**src/rtl/spi_defines_pkg.sv**
```systemverilog
// spi_defines_pkg: shared SPI word width plus receive-side FSM state and timeout sizing.
`ifndef DATA_WIDTH
`define DATA_WIDTH 8
`endif
package spi_defines_pkg;
  localparam int RX_TIMEOUT_DEFAULT = 64;
  localparam int RX_TIMEOUT_W = $clog2(RX_TIMEOUT_DEFAULT);
  typedef enum logic [1:0] {IDLE, RECEIVE, WRITE} rx_state_t;
  function automatic int rx_timeout_w(input int cycles);
    return $clog2(cycles);
  endfunction
endpackage

```
**src/rtl/spi_rx_sync.sv**
```systemverilog
// spi_rx_sync: SYNC_STAGES-deep synchronizer for sclk/mosi with a registered sclk rising-edge strobe.
module spi_rx_sync #(
  parameter int SYNC_STAGES = 2
) (
  input  logic clk_i,
  input  logic rst_ni,
  input  logic sclk_i,
  input  logic mosi_i,
  output logic sclk_rise_o,
  output logic mosi_o
);
  logic [SYNC_STAGES-1:0] sclk_q, mosi_q;
  logic sclk_prev_q, rise_q, mosi_s_q;
  // mosi_s_q is delayed with rise_q so the strobe and its data bit stay aligned
  always_ff @(posedge clk_i or negedge rst_ni) begin
    if (!rst_ni) begin
      sclk_q      <= '0;
      mosi_q      <= '0;
      sclk_prev_q <= 1'b0;
      rise_q      <= 1'b0;
      mosi_s_q    <= 1'b0;
    end else begin
      sclk_q      <= {sclk_q[SYNC_STAGES-2:0], sclk_i};
      mosi_q      <= {mosi_q[SYNC_STAGES-2:0], mosi_i};
      sclk_prev_q <= sclk_q[SYNC_STAGES-1];
      rise_q      <= sclk_q[SYNC_STAGES-1] & ~sclk_prev_q;
      mosi_s_q    <= mosi_q[SYNC_STAGES-1];
    end
  end
  assign sclk_rise_o = rise_q;
  assign mosi_o      = mosi_s_q;
endmodule

```
**src/rtl/spi_deserializer.sv**
```systemverilog
// spi_deserializer: rebuilds MSB-first words from oversampled sclk/mosi and strobes them into the RX FIFO.
// Define SPI_RX_OVF_CNT_EN to add the 8-bit saturating dropped-word counter on ovf_count.
`ifndef DATA_WIDTH
`define DATA_WIDTH 8
`endif
module spi_deserializer
  import spi_defines_pkg::*;
#(
  parameter int DATA_WIDTH     = `DATA_WIDTH,
  parameter int SYNC_STAGES    = 2,
  parameter int TIMEOUT_CYCLES = 64
) (
  input  logic                  clk,
  input  logic                  rst,
  input  logic                  sclk,
  input  logic                  mosi,
  input  logic                  full,
  input  logic                  clr_status,
  output logic                  write_en,
  output logic [DATA_WIDTH-1:0] write_data,
  output logic                  busy,
  output logic                  overflow,
  output logic                  frame_err,
  output logic [7:0]            ovf_count
);
  localparam int CW = $clog2(DATA_WIDTH + 1);
  localparam int TW = rx_timeout_w(TIMEOUT_CYCLES);
  localparam logic [CW-1:0] LAST_BIT = CW'(DATA_WIDTH - 1);
  localparam logic [TW-1:0] TMO_MAX  = TW'(TIMEOUT_CYCLES - 1);
  rx_state_t state_q, state_d;
  logic [DATA_WIDTH-1:0] shift_q, shift_d, data_q, data_d;
  logic [CW-1:0] cnt_q, cnt_d;
  logic [TW-1:0] tmo_q, tmo_d;
  logic ovf_q, ovf_d;
  logic sclk_rise, mosi_s, word_done, drop;
  spi_rx_sync #(.SYNC_STAGES(SYNC_STAGES)) u_sync (
    .clk_i       (clk),
    .rst_ni      (rst),
    .sclk_i      (sclk),
    .mosi_i      (mosi),
    .sclk_rise_o (sclk_rise),
    .mosi_o      (mosi_s)
  );
  always_ff @(posedge clk or negedge rst) begin
    if (!rst) state_q <= IDLE;
    else      state_q <= state_d;
  end
  // an edge landing in WRITE starts the next word rather than being lost
  always_comb begin
    word_done = state_q == RECEIVE && sclk_rise && cnt_q == LAST_BIT;
    state_d   = state_q == RECEIVE ? (word_done ? WRITE : frame_err ? IDLE : RECEIVE)
                                   : (sclk_rise ? RECEIVE : IDLE);
  end
  always_comb begin
    busy      = state_q != IDLE;
    write_en  = state_q == WRITE && !full;
    frame_err = state_q == RECEIVE && !sclk_rise && tmo_q == TMO_MAX;
    drop      = state_q == WRITE && full;
  end
  always_comb begin
    shift_d = sclk_rise ? {shift_q[DATA_WIDTH-2:0], mosi_s} : frame_err ? '0 : shift_q;
    cnt_d   = sclk_rise ? (state_q != RECEIVE ? CW'(1) : word_done ? '0 : cnt_q + CW'(1))
                        : frame_err ? '0 : cnt_q;
    tmo_d   = state_q != RECEIVE || sclk_rise || frame_err ? '0 : tmo_q + TW'(1);
    data_d  = word_done ? shift_d : data_q;
    ovf_d   = drop | (ovf_q & ~clr_status);
  end
  always_ff @(posedge clk or negedge rst) begin
    if (!rst) begin
      shift_q <= '0;
      cnt_q   <= '0;
      tmo_q   <= '0;
      data_q  <= '0;
      ovf_q   <= 1'b0;
    end else begin
      shift_q <= shift_d;
      cnt_q   <= cnt_d;
      tmo_q   <= tmo_d;
      data_q  <= data_d;
      ovf_q   <= ovf_d;
    end
  end
  assign write_data = data_q;
  assign overflow   = ovf_q;
`ifdef SPI_RX_OVF_CNT_EN
  logic [7:0] ovf_cnt_q, ovf_cnt_d;
  // a drop in the same cycle as clr_status restarts the count at one
  always_comb ovf_cnt_d = drop ? (clr_status ? 8'd1 : ovf_cnt_q + {7'd0, ~&ovf_cnt_q})
                               : clr_status ? '0 : ovf_cnt_q;
  always_ff @(posedge clk or negedge rst) begin
    if (!rst) ovf_cnt_q <= '0;
    else      ovf_cnt_q <= ovf_cnt_d;
  end
  assign ovf_count = ovf_cnt_q;
`else
  assign ovf_count = '0;
`endif
endmodule
```
**config.mk**
```make
export PLATFORM = sky130hd
export DESIGN_NAME = spi_deserializer
export DESIGN_NICKNAME = d
export VERILOG_FILES = /design/src/rtl/spi_defines_pkg.sv /design/src/rtl/spi_rx_sync.sv /design/src/rtl/spi_deserializer.sv
export SDC_FILE = /design/constraint.sdc
export NUM_CORES = 1
export LEC_CHECK = 0
export ABC_AREA = 1
export BUFFER_PORTS_ARGS = -buffer_cell sky130_fd_sc_hd__buf_2
export CORE_ASPECT_RATIO = 0.8
export CORE_MARGIN = 2
export CORE_UTILIZATION = 40
export DETAILED_ROUTE_END_ITERATION = 8
export PLACE_DENSITY = 0.62
export SETUP_SLACK_MARGIN = 0.3
export SLEW_MARGIN = 20
export SYNTH_ARGS = -nofsm -noshare
export SYNTH_HDL_FRONTEND = slang
export SYNTH_SLANG_ARGS = --single-unit
```
**constraint.sdc**
```tcl
create_clock -name clk -period 1.8 [get_ports clk]
set_input_delay 0.54 -clock clk [delete_from_list [all_inputs] [get_ports clk]]
set_output_delay 0.54 -clock clk [all_outputs]
set_load 0.005 [all_outputs]
```
Word level (Yosys, flattened, before mapping)
Index checks and enable logic that the tools add are counted.

Bits in registers: 36. Input port bits: 6.

Eq/ne operators: 5. Reduce and logical (&&, ||, !) cells: 12. Add/sub/neg operators: 2. Muxes and demuxes: 11. Bitwise logic cells: 5.

Operators by type and width (count): 2-to-1 mux 4 bit (4); 2-to-1 mux 8 bit (2); adder 6 x 1 -> 6 bit (second input constant) (1); equality test 6 bit (second input constant) (1); logical AND 1 bit (6); 2-to-1 mux 6 bit (1); adder 4 x 1 -> 4 bit (second input constant) (1); equality test 4 x 3 -> 1 bit (second input constant) (1); 2-to-1 mux 2 bit (2); nonzero test 2 bit (2); AND 1 bit (2); equality test 2 x 1 -> 1 bit (second input constant) (1); equality test 2 bit (second input constant) (1); logical NOT 1 bit (2); logical OR 1 bit (2); 2-to-1 mux 1 bit (2); != test 2 x 1 -> 1 bit (second input constant) (1); NOT 1 bit (2); OR 1 bit (1).

Depth between registers and ports, before layout
Gate-level depths: netlist of run 1.

Word-level depth: 6. Mapped depth: 9. Gate-level depth less buffers: 8.

Modules after synthesis
From an unflattened synthesis of run 1, not the netlist that was laid out.

Cells, all modules: 153. Area total of the unflattened synthesis: 1488.9 sq um.

By module, submodules not included: spi_deserializer (cells each 144, sequential area each 700.7 sq um, area each 1303.8 sq um, instances 1); spi_rx_sync (cells each 9, sequential area each 175.2 sq um, area each 185.2 sq um, instances 1).

Worst setup path after synthesis of run 1
No wires, ideal clock.

Kind: register to output. Start point: register tmo_q[0]. End point: output port frame_err. Cell stages (with the launch flop): 7. Arrival time: 1.022 ns. Data required time: 1.260 ns. Path buffers: 1. Setup slack: 0.238 ns. Cell sequence: dfrtp_1 > ha_1 > nand3_2 > nor2_2 > nand2_2 > buf_6 > inv_1.

Cells in the longest elaborated chain, start to end: 2.

Ends and longest elaborated chain: start, declared (line spi_deserializer.sv:33) `logic [TW-1:0] tmo_q, tmo_d;`; start signal, assigned (line spi_deserializer.sv:78) `tmo_q <= tmo_d;`; equality test 6 bit (line spi_deserializer.sv:57) `frame_err = state_q == RECEIVE && !sclk_rise && tmo_q == TMO_MAX;`; logical AND 1 bit (line spi_deserializer.sv:57); end, declared (line spi_deserializer.sv:23) `output logic frame_err,`.

No other way between the ends.

Final worst setup path of run 1
Same ends and word-level chain as after synthesis.

==> metrics, run 1 <==
Power per Cell Area 1010 nW/um^2; minimum clock period 1834 ps; required arrival time at the worst endpoint 1260 ps; Yosys top cell area share 0.5785; Primary FF master, synth dfrtp_1; sequential area share after synthesis 0.5785; Sum Neg Setup Slack -34.30 ps; number of warnings issued by yosys 0; number of CTS-inserted buffers 5; logic depth of the worst register-to-register path 9; row count 19; DR DRC count 0; first-pass GRT wire length 4167 um; fraction of final layout cells sized beyond drive strength 1 0.3098; non-filler instance count after layout 226; average vias per placed instance 4.619; Synth area leaders dfrtp_1 58%, nand2_1 10%, buf_4 4.5%; global route overflow 0; top cells by instance count after synthesis 41 x nand2_1, 35 x dfrtp_1, 11 x inv_1; count of H-tree levels built during CTS 2; Post-synth EDFFs 0; number of input and output port buffers inserted 17; count of mapped cells out of synthesis 154; number of design-rule violations left by the first detailed-router iteration 53; largest incremental delay on the critical path 370 ps; type of the worst setup path flip-flop to primary output; routability congestion estimate 0.8315; run status finished with violations; cell at the slowest stage of the critical path dfrtp_1; clock-pin slew of the registers on the worst-case setup and hold paths 70 ps; clock tree from TritonCTS done; via count 1044; worst-path maximum fanout 2; final antenna-violating net count 0; unrepaired setup endpoints after global routing yes; clock latency at the later pin of the worst-skew pair 280 ps; maximum achievable frequency 0.5452 GHz; worst hold slack after final layout 280.0 ps; Die W 72.78 um; growth of design area from synthesis to finish 18.43%; cell leakage power 0.9374 nW; Top Family by Delay on Critical Path flip-flops; max capacitance violation total 0; Final Net Count 191; Fin. Hold Viols 0; violations in the final reports setup timing; clock root buffer clkbuf_8; critical path, cell by cell ha_2 > nand3_4 > nor2_4 > nand2_2 > inv_2 > buf_6; buffers from clock root to sink, at most 2; area of the die 4296 sq um; Levels on crit path 6; Critical Path Sink Type primary output; final period utilization 1.019; antenna violations before repair 0; antenna cell count 0; Netlist cell types 22; die height 59.03 um; worst path buffer plus inverter count 2; Async SR Flop Fraction 1.000; boundary pin count 26; number of global-route vias before repair 1042; Final Skew 6.613 ps; Routed wire per std cell 11.03 um; clk sinks 35; final critical-path setup slack -34.30 ps; CP startpoint kind flip-flop; netlist area before placement 1514 sq um; initial core utilization 0.4303; library cell with the highest instance count after synthesis nand2_1; count of final setup violators 1; placement-stage worst setup slack 240.2 ps; arrival time at the worst endpoint 1290 ps; #FFs+latches synth 35; detailed placement HPWL 1663 um; area of the core region 3518 sq um; wire length reported by the detailed router 2492 um; leading area contributor after synthesis dfrtp_1; worst min-delay path class input pin to asynchronous set/reset pin; Pre-antenna DRT Iters 4; placed insts 212; total track usage 0.1294; fin. max-slew vios 0; final total power 0.001812 W; synthesized area per cell 9.831 sq um; maximum resistive drop on vdd 564.9 uV; pin count of the biggest net entering global routing 36
-- through the flow --
stage          area (sq um)  utilization
2_1_floorplan          1543            -
5_1_grt                1793       0.5096
4_1_cts                1740       0.4947
3_5_place_dp           1613       0.4584
3_3_place_gp           1613       0.4584
6_report               1793       0.5096
-- cell families (layout without fill, tap and decap cells) --
kind of cell	Yosys count	in the layout	share of synthesized area
AOI/OAI and AO/OA	7	7	0.02480
DFF	35	35	0.5785
other	1	8	0.002477
and+or+nand+nor	80	81	0.2570
buffers and inverters	25	47	0.09751
xor gates and xnor gates	4	4	0.02314
adders and majority gates	2	2	0.01653
-- where the power goes --
part,switching [W],internal [W]
registers,0.0000525,0.000860
clock network,0.000275,0.000412
logic,0.000118,0.0000939
-- final cells by class --
cell class,count,area [sq um]
fill,344,1725
inverter,14,57.56
clock inverter,3,43.79
sequential,35,875.8
multi-input combinational,102,543.0
timing repair buffer,25,151.4
tap,42,52.55
clock buffer,5,68.82
-- placed cells by master, fill, tap and decap left out, types with 4 or more instances in the layout --
master and count:
buf_2 16, buf_4 8, clkbuf_8 5, conb_1 8
dfrtp_1 35, inv_1 10, nand2_1 42, nand2_2 8
nand3_1 9, nand3_2 5, nor2_1 8, o21ai_0 4
-- routing by layer --
metal | track usage | up-vias | part of all wire
li1 | - | 520 | -
met1 | 0.1493 | 493 | 0.47
met2 | 0.2143 | 27 | 0.47
met3 | 0.04592 | 4 | 0.047
met4 | 0.06614 | 0 | 0.013
met5 | 0 | - | 0
-- flip-flops by register name, indices dropped and copies added, names as in the netlist --
name and flops:
write_data 8, u_sync.sclk_prev_q 1, state_q 2, u_sync.sclk_rise_o 1, u_sync.mosi_q 2, tmo_q 6, u_sync.sclk_q 2, cnt_q 4
u_sync.mosi_o 1, overflow 1, shift_q 7
-- final timing paths --
path                                       startpoint                    endpoint  slack (ps)
max                                tmo_q[0]$_DFF_PN0_                   frame_err         -30
min in group clk           u_sync.mosi_q[1]$_DFF_PN0_     u_sync.mosi_o$_DFF_PN0_         350
min                                               rst  u_sync.sclk_q[1]$_DFF_PN0_         280
min reg2reg                u_sync.mosi_q[1]$_DFF_PN0_     u_sync.mosi_o$_DFF_PN0_         350
max reg2reg                        tmo_q[0]$_DFF_PN0_   write_data[1]$_DFFE_PN0P_         390
max in group asynchronous                         rst          tmo_q[4]$_DFF_PN0_        1210
-- repair_timing --
| item | in CTS | in global routing |
|---|---|---|
| gates cloned | 0 | 1 |
| buffers inserted | 2 | 3 |
| pin swaps | 0 | 4 |
| endpoints found under the setup margin | 2 | 10 |
| hold buffers | 0 | 0 |
| resized for setup | 0 | 6 |
(Power assumes the default switching activity.)
==> inputs of run 2 (changes only) <==
--- a/config.mk
+++ b/config.mk
@@ -11,7 +11,6 @@
 export CORE_MARGIN = 2
 export CORE_UTILIZATION = 40
 export DETAILED_ROUTE_END_ITERATION = 8
-export PLACE_DENSITY = 0.62
 export SETUP_SLACK_MARGIN = 0.3
 export SLEW_MARGIN = 20
 export SYNTH_ARGS = -nofsm -noshare
==> run 2 against run 1 <==
Highest routed layer unchanged. Count of clock-buffer cells in the layout is 1 higher. Flip-flop and latch count stayed put. Critical path type unchanged. Critical endpoint unchanged. Largest power group unchanged. The run still ends with setup timing left. Register-to-register slack hardly changed. Fmax is 0.83% higher. First-iteration DRC count is 34% lower. Worst hold slack worse by 6.7 ps.
==> metrics, run 2 (same netlist as run 1, synthesis figures left out) <==
number of CTS-inserted buffers 5; Fin. Hold Viols 0; growth of design area from synthesis to finish 19.42%; clock tree from TritonCTS done; critical path, cell by cell ha_2 > nand3_4 > nor2_4 > nand2_2 > inv_2 > buf_6; antenna violations before repair 0; minimum clock period 1819 ps; final critical-path setup slack -19.24 ps; clock latency at the later pin of the worst-skew pair 280 ps; Sum Neg Setup Slack -19.24 ps; clock-pin slew of the registers on the worst-case setup and hold paths 70 ps; Die W 72.78 um; arrival time at the worst endpoint 1280 ps; cell leakage power 0.9593 nW; boundary pin count 26; worst-path maximum fanout 3; most common cell after layout, fill and taps aside nand2_1; most used cells in the layout excluding fill and tap cells 41 x nand2_1, 35 x dfrtp_1, 16 x buf_2; run status finished with violations; routability congestion estimate 0.7861; area of the core region 3518 sq um; area of the die 4296 sq um; detailed placement HPWL 1701 um; buffers from clock root to sink, at most 2; average vias per placed instance 4.642; required arrival time at the worst endpoint 1260 ps; clk sinks 35; maximum resistive drop on vdd 646.3 uV; fraction of final layout cells sized beyond drive strength 1 0.3152; wire length reported by the detailed router 2531 um; global route overflow 0; CP startpoint kind flip-flop; Pre-antenna DRT Iters 4; type of the worst setup path flip-flop to primary output; total track usage 0.1430; Largest register FFs 8; row count 19; worst min-delay path class input pin to asynchronous set/reset pin; number of design-rule violations left by the first detailed-router iteration 35; via count 1049; fin. max-slew vios 0; number of fill cells 328; number of input and output port buffers inserted 17; max capacitance violation total 0; Power per Cell Area 1023 nW/um^2; largest incremental delay on the critical path 380 ps; FF+latch area 875.8 sq um; Critical Path Sink Type primary output; cell at the slowest stage of the critical path dfrtp_1; initial core utilization 0.4303; Final Net Count 191; area of the multi-input gates 541.8 sq um; final antenna-violating net count 0; maximum achievable frequency 0.5497 GHz; clock root buffer clkbuf_8; first-pass GRT wire length 4533 um; Final Skew 7.804 ps; die height 59.03 um; pin count of the biggest net entering global routing 36; unrepaired setup endpoints after global routing yes; placement-stage worst setup slack 253.7 ps; Routed wire per std cell 11.20 um; count of final setup violators 1; count of H-tree levels built during CTS 2; DR DRC count 0; violations in the final reports setup timing; number of global-route vias before repair 1047; antenna cell count 0; final period utilization 1.011
## run 2: cell count changes in the layout (fill, tap and decap cells not counted)
| cell | change |
|---|---|
| inv_2 | +1 |
| nand2_1 | -1 |
| nand2_4 | +1 |
| clkinv_4 | -1 |
| nor2_1 | +1 |
| buf_6 | +1 |
| inv_1 | -1 |
| nand2_2 | -1 |
| nor2_2 | -1 |
| clkbuf_8 | +1 |
## run 2: worst paths after layout
check	from	to	slack, ps	depth (start not counted)
setup / recovery	tmo_q[1]$_DFF_PN0_	frame_err	-20	6
hold / removal	rst	u_sync.mosi_q[1]$_DFF_PN0_	270	2
setup reg to reg	tmo_q[1]$_DFF_PN0_	write_data[1]$_DFFE_PN0P_	390	9
hold reg to reg	u_sync.sclk_q[0]$_DFF_PN0_	u_sync.sclk_q[1]$_DFF_PN0_	360	0
max in group asynchronous	rst	tmo_q[4]$_DFF_PN0_	1210	2
min in group clk	u_sync.sclk_q[0]$_DFF_PN0_	u_sync.sclk_q[1]$_DFF_PN0_	360	0
## run 2: worst max-delay path, delay by kind of cell (launching register included)
kind                     cells  cell delay, ps
AND/OR/NAND/NOR              3             260
adder cells (fa/ha/maj)      1             220
flip-flops                   1             380
buffers and inverters        2             130
## run 2: area by class of cell
| cell class | instances | area share |
|---|---|---|
| multi-input cells | 101 | 0.2997 |
| flip-flops and latches | 35 | 0.4844 |
| inverters | 14 | 0.03183 |
| well taps | 42 | 0.02907 |
| repair buffers | 26 | 0.08997 |
| clock inverters | 2 | 0.01938 |
| clock buffers | 6 | 0.04567 |
## run 2: metrics by stage
step,utilization,area [sq um],power (W),std cells,hold slack [ps]
floorplan,-,1543,0.001070,161,244.4
global placement,0.4584,1613,0.001111,212,333.3
detailed placement,0.4584,1613,0.001121,212,341.6
CTS,0.4982,1753,0.001862,223,291.6
global route,0.5139,1808,0.001951,226,298.7
finish,0.5139,1808,0.001850,226,273.3
## run 2: what timing repair did
item | CTS | global route
setup buffers | 3 | 3
cloned | 0 | 0
hold buffers | 0 | 0
pin swaps | 2 | 3
gates resized for setup | 0 | 8
setup endpoints to repair | 2 | 10
## run 2: metal layers
layer  vias up  GRT usage  wire length [um]
met3         4    0.05102               138
met4         0    0.06349                40
met1       494     0.1704              1169
met2        28     0.2351              1182
li1        523          -                 -
met5         -          0                 0
## run 2: where the power goes
part	switching, W	internal (W)
logic	0.000118	0.0000952
registers	0.0000528	0.000860
clock network	0.000276	0.000448
total	0.000447	0.00140
